--- src/rtl/imem_loader_if.sv ---
// Byte-stream input and instruction-memory write bus of the program loader.
// The master side feeds bytes and observes writes; the loader is the slave.
interface imem_loader_if #(
  parameter int ADDR_WIDTH = 8
);
  logic                  in_valid;
  logic [7:0]            in_data;
  logic                  in_ready;
  logic                  imem_we;
  logic [ADDR_WIDTH-1:0] imem_addr;
  logic [31:0]           imem_wdata;

  modport master (
    output in_valid, in_data,
    input  in_ready, imem_we, imem_addr, imem_wdata
  );

  modport slave (
    input  in_valid, in_data,
    output in_ready, imem_we, imem_addr, imem_wdata
  );
endinterface

--- src/rtl/imem_loader.sv ---
// Length-prefixed little-endian byte-stream loader that fills instruction memory
// and holds the core in reset until done. Define IMEM_LOADER_CHECKSUM_EN for a trailing XOR byte.
module imem_loader #(
  parameter int ADDR_WIDTH = 8
) (
  input  logic          clk,
  input  logic          rst,
  input  logic          start,
  imem_loader_if.slave  bus,
  output logic          core_hold,
  output logic          done,
  output logic          error
);

  typedef enum logic [2:0] {IDLE, HDR0, HDR1, DATA, CHK, DONE, ERR} state_t;

`ifdef IMEM_LOADER_CHECKSUM_EN
  localparam state_t FINAL_STATE = CHK;
`else
  localparam state_t FINAL_STATE = DONE;
`endif

  localparam logic [16:0] MAX_WORDS = 17'(1) << ADDR_WIDTH;

  state_t                state, next_state;
  logic [7:0]            n_lo;
  logic [15:0]           n_words;
  logic [ADDR_WIDTH-1:0] word_idx;
  logic [1:0]            lane;
  logic [23:0]           word_buf;
`ifdef IMEM_LOADER_CHECKSUM_EN
  logic [7:0]            csum;
`endif

  logic        xfer;
  logic        restart;
  logic [15:0] n_hdr;
  logic        last_word;

  assign xfer      = bus.in_valid && bus.in_ready;
  assign restart   = start && (state == IDLE || state == DONE || state == ERR);
  assign n_hdr     = {bus.in_data, n_lo};
  assign last_word = (16'(word_idx) == n_words - 16'd1);

  always_ff @(posedge clk or negedge rst) begin
    if (!rst) state <= IDLE;
    else      state <= next_state;
  end

  always_comb begin
    next_state = state;
    case (state)
      IDLE, DONE, ERR: if (start) next_state = HDR0;
      HDR0:            if (xfer) next_state = HDR1;
      HDR1: if (xfer) begin
        if (n_hdr == 16'd0)                next_state = FINAL_STATE;
        else if ({1'b0, n_hdr} > MAX_WORDS) next_state = ERR;
        else                                next_state = DATA;
      end
      DATA: if (xfer && lane == 2'd3 && last_word) next_state = FINAL_STATE;
`ifdef IMEM_LOADER_CHECKSUM_EN
      CHK: if (xfer) next_state = (bus.in_data == csum) ? DONE : ERR;
`endif
      default: next_state = IDLE;
    endcase
  end

  always_comb begin
    bus.in_ready = (state == HDR0) || (state == HDR1) || (state == DATA) || (state == CHK);
    core_hold    = (state != DONE);
    done         = (state == DONE);
    error        = (state == ERR);
  end

  // The word index stops at N-1 so a full 2^ADDR_WIDTH image never wraps the address.
  always_ff @(posedge clk or negedge rst) begin
    if (!rst) begin
      n_lo           <= '0;
      n_words        <= '0;
      word_idx       <= '0;
      lane           <= '0;
      word_buf       <= '0;
      bus.imem_we    <= 1'b0;
      bus.imem_addr  <= '0;
      bus.imem_wdata <= '0;
`ifdef IMEM_LOADER_CHECKSUM_EN
      csum           <= '0;
`endif
    end else begin
      bus.imem_we <= 1'b0;
      if (restart) begin
        word_idx <= '0;
        lane     <= '0;
`ifdef IMEM_LOADER_CHECKSUM_EN
        csum     <= '0;
`endif
      end
      if (xfer && state == HDR0) n_lo    <= bus.in_data;
      if (xfer && state == HDR1) n_words <= n_hdr;
      if (xfer && state == DATA) begin
`ifdef IMEM_LOADER_CHECKSUM_EN
        csum <= csum ^ bus.in_data;
`endif
        case (lane)
          2'd0: word_buf[7:0]   <= bus.in_data;
          2'd1: word_buf[15:8]  <= bus.in_data;
          2'd2: word_buf[23:16] <= bus.in_data;
          default: begin
            bus.imem_we    <= 1'b1;
            bus.imem_addr  <= word_idx;
            bus.imem_wdata <= {bus.in_data, word_buf};
            if (!last_word) word_idx <= word_idx + 1'b1;
          end
        endcase
        lane <= lane + 2'd1;
      end
    end
  end

endmodule

--- src/flat_wrapper.sv ---
// flat-port wrapper written by rule: the top's interface ports become plain ports
module imem_loader_flat 
#(
  parameter int ADDR_WIDTH = 8
)
  (clk, rst, start, core_hold, done, error, bus_in_valid, bus_in_data, bus_in_ready, bus_imem_we, bus_imem_addr, bus_imem_wdata);
  imem_loader_if #(.ADDR_WIDTH(ADDR_WIDTH)) bus_i ();
  input  logic clk;
  input  logic rst;
  input  logic start;
  output logic core_hold;
  output logic done;
  output logic error;
  input wire logic [$bits(bus_i.in_valid)-1:0] bus_in_valid;
  input wire logic [$bits(bus_i.in_data)-1:0] bus_in_data;
  output wire logic [$bits(bus_i.in_ready)-1:0] bus_in_ready;
  output wire logic [$bits(bus_i.imem_we)-1:0] bus_imem_we;
  output wire logic [$bits(bus_i.imem_addr)-1:0] bus_imem_addr;
  output wire logic [$bits(bus_i.imem_wdata)-1:0] bus_imem_wdata;
  assign bus_i.in_valid = bus_in_valid;
  assign bus_i.in_data = bus_in_data;
  assign bus_in_ready = bus_i.in_ready;
  assign bus_imem_we = bus_i.imem_we;
  assign bus_imem_addr = bus_i.imem_addr;
  assign bus_imem_wdata = bus_i.imem_wdata;
  imem_loader #(.ADDR_WIDTH(ADDR_WIDTH)) u_core (.clk(clk), .rst(rst), .start(start), .bus(bus_i), .core_hold(core_hold), .done(done), .error(error));
endmodule
--- config.mk ---
export PLATFORM = sky130hd
export DESIGN_NAME = imem_loader_flat
export DESIGN_NICKNAME = d
export VERILOG_FILES = /design/src/rtl/imem_loader_if.sv /design/src/rtl/imem_loader.sv /design/src/flat_wrapper.sv
export SDC_FILE = /design/constraint.sdc
export NUM_CORES = 1
export LEC_CHECK = 0
export CAP_MARGIN = 0
export CORE_UTILIZATION = 55
export DETAILED_ROUTE_END_ITERATION = 8
export PLACE_DENSITY = 0.78
export SYNTH_ARGS = -nofsm -noshare
export SYNTH_HDL_FRONTEND = slang
export SYNTH_SLANG_ARGS = --single-unit
--- constraint.sdc ---
create_clock -name clk -period 3.3 [get_ports clk]
set_clock_uncertainty 0.1 [all_clocks]
set_input_delay 0.495 -clock clk [delete_from_list [all_inputs] [get_ports clk]]
set_output_delay 0.495 -clock clk [all_outputs]
set_load 0.03 [all_outputs]
==> run_results.csv <==
group,metric,value,unit
timing,fmax,337,MHz
timing,timing.final.crit_share,89.9,%
clock_network,ctsHoldBuffers,0,
timing,finalSetupTns,0,ns
route,routed_wl,9660,um
route,drcViolationCount,0,
route,avgViaCountPerCell,5.74,
synthesis,synthArstFlopShare,100,%
route,first_pass_iters,4,
global_routing,grt_pass1_vias,3050,
setup_path,startpoint,"u_core.n_words[0]$_DFFE_PN0P_",
setup_path,endpoint_kind,"flop",
global_routing,grt_util_all_layers,24.8,%
setup_path,timing.rr.start,"u_core.n_words[0]$_DFFE_PN0P_",
setup_path,path_class,"reg -> reg",
global_routing,grt_start_max_net_pins,59,
clock_network,cts_sinks,102,
route,drt_iter0_markers,139,
clock_network,cts_buffer_depth,2,
layout,final-seq-area,0.00255,mm^2
setup_path,cp.arrival,3.13,ns
floorplan,dieArea,0.00867,mm^2
timing,maxSlewHeadroom,50.9,%
route,final_antenna_net_count,0,
synthesis,synth_flop_cell,"dfrtp_1",
place,hpwl,6730,um
route,routedWlPerCell,18.4,um
global_routing,grt_pass1_wl,16000,um
layout,areaGrowthSynthToFinish,18.4,%
setup_path,cp.required,3.47,ns
layout,final_nets,436,
setup_path,crit_path_start_kind,"flop",
run,drv_cap,0,
run_status,status,"finished clean",
timing,tightest_slew,0.736,ns
route,dr_total_vias,3007,
power,vdd_drop_max,0.500,mV
timing,grt_setup_unrepaired,"false",
clock_network,clkLatencyLatePin,0.37,ns
setup_path,worstPathMaxFanout,11,
global_routing,grt_antenna_before_repair,0,
synthesis,synth-warning-count,0,
worst_hold_path,hp-class,"in -> async",
synthesis,synthesis.nets,379,
synthesis,synth_area_per_cell,12.7,um^2
timing,min_period,2.97,ns
synthesis,yosysUniqueCellTypes,54,
timing,holdWs,0.0691,ns
layout,layout-drive-gt1-share,25.1,%
floorplan,coreArea,0.00789,mm^2
clock_network,post_cts_buffers,0,
layout,multiInputGateArea,0.00191,mm^2
synthesis,ys_ff_latch,102,
synthesis,synth_edf_count,0,
timing,setup_viol,0,
floorplan,row_count,32,
layout,layout_commonest_cell,"dfrtp_1",
synthesis,ys_seq_area_share,55.9,%
floorplan,dieWidth,93.1,um
timing,hold_viol,0,
power,leakage,2.43,nW
floorplan,dieHeight,93.1,um
global_routing,grt_overflow_total,0,
clock_network,clk_pin_slew,0.10,ns
layout,fillers,598,
clock_network,cts-resized-gates,0,
place,io_buffers,56,
timing,final_max_slew_viol_count,0,
clock_network,cts-htree-levels,3,
power,p_per_area,827,mW/mm^2
place,gp_congestion,0.898,
layout,antenna_cells,0,
clock_network,cts_root_buffer,"clkbuf_8",
floorplan,ios,57,
synthesis,netlist_instances,361,
synthesis,synth_area,0.00457,mm^2
layout,layout_common_cells,"102 x dfrtp_1, 77 x mux2_2, 55 x clkdlybuf4s50_1, 25 x nand2_1, 11 x nor2_1",
clock_network,cts_tree,"built",
floorplan,initial_utilization,57.9,%
clock_network,cts_buffers,9,
## report_power, final
part | total [mW] | switching, mW | leakage (nW) | internal [mW]
combinational | 1.68 | 0.836 | 1.01 | 0.849
clock | 0.720 | 0.424 | 0.0898 | 0.296
sequential | 2.07 | 0.382 | 1.33 | 1.69
total | 4.47 | 1.64 | 2.43 | 2.83
## worst max-delay path, stage by stage (launching register included)
cell and delay [ns]:
dfrtp_1 0.43, inv_1 0.10, ha_1 0.20, nor3b_1 0.40, and3b_1 0.23, nor3_1 0.05, a211oi_1 0.21, o2111ai_1 0.26
o21ai_2 0.42, nor2_1 0.13, a311o_1 0.34
## synthesized netlist by cell type, types with 5 or more instances
cell	instances	area share, %
clkbuf_1	12	0.99
dfrtp_1	102	56
ha_1	6	1.6
inv_1	10	0.82
mux2_1	7	1.7
mux2_2	77	19
nand2_1	25	2.1
nand3_1	8	0.88
nor2_1	11	0.90
nor2b_1	7	0.96
nor3_1	6	0.66
nor4_1	5	0.68
o21ai_0	10	1.1
o21ai_1	6	0.66
xnor2_1	8	1.5
## flip-flops by register name (all words and copies together), names as in the netlist, 2 cells and up
name                   cells
u_core.bus.imem_wdata     32
u_core.word_buf           24
u_core.n_words            16
u_core.bus.imem_addr       8
u_core.n_lo                8
u_core.word_idx            8
u_core.state               3
u_core.lane                2
## layout make-up
type | instances | share of cell area [%]
flip-flops and latches | 102 | 47.2
multi-input cells | 234 | 35.4
repair buffers | 60 | 11.1
clock buffers | 11 | 2.61
well taps | 102 | 2.36
inverters | 11 | 0.764
clock inverters | 4 | 0.578
## metrics by stage
| stage | instance area (um^2) | worst slack [ns] | instances | total power, mW | utilization, % |
|---|---|---|---|---|---|
| after CTS | 5410 | 0.316 | 524 | 4.49 | 68.6 |
| after global routing | 5410 | 0.121 | 524 | 4.73 | 68.6 |
| after floorplan | 4570 | 0.677 | 361 | 3.16 | - |
| after global placement | 5240 | 0.514 | 509 | 3.69 | 66.4 |
| final | 5410 | 0.333 | 524 | 4.47 | 68.6 |
| after detailed placement | 5240 | 0.311 | 509 | 3.77 | 66.4 |
## path summary, 6_finish.rpt
path / endpoint / slack, ns / depth (start not counted)
max: u_core.word_idx[3]$_DFF_PN0_ / 0.33 / 10
min: u_core.bus.imem_wdata[4]$_DFFE_PN0P_ / 0.07 / 1
max reg2reg: u_core.word_idx[3]$_DFF_PN0_ / 0.33 / 10
min reg2reg: u_core.bus.imem_wdata[3]$_DFFE_PN0P_ / 0.39 / 1
max in group asynchronous: u_core.bus.imem_wdata[18]$_DFFE_PN0P_ / 2.32 / 2
min in group clk: u_core.bus.imem_wdata[3]$_DFFE_PN0P_ / 0.39 / 1
## layer usage
| layer | vias up | share of wire (%) | wire length (um) | track usage (%) |
|---|---|---|---|---|
| met4 | 0 | 2.6 | 253 | 12.1 |
| met5 | - | 0 | 0 | 0 |
| met2 | 79 | 47 | 4540 | 38.3 |
| li1 | 1397 | - | - | - |
| met1 | 1511 | 46 | 4440 | 33.8 |
| met3 | 20 | 4.4 | 426 | 4.88 |
## logic make-up after synthesis
logic type      Yosys count  synth area share [%]
flops                   102                  55.9
fa+ha+maj                 6                  1.64
mux                      85                  20.9
xor+xnor                 12                  2.30
compound gates           40                  5.92
simple gates             91                  11.1
buf+inv                  25                  2.22
Power figures use the tool's default switching activity.
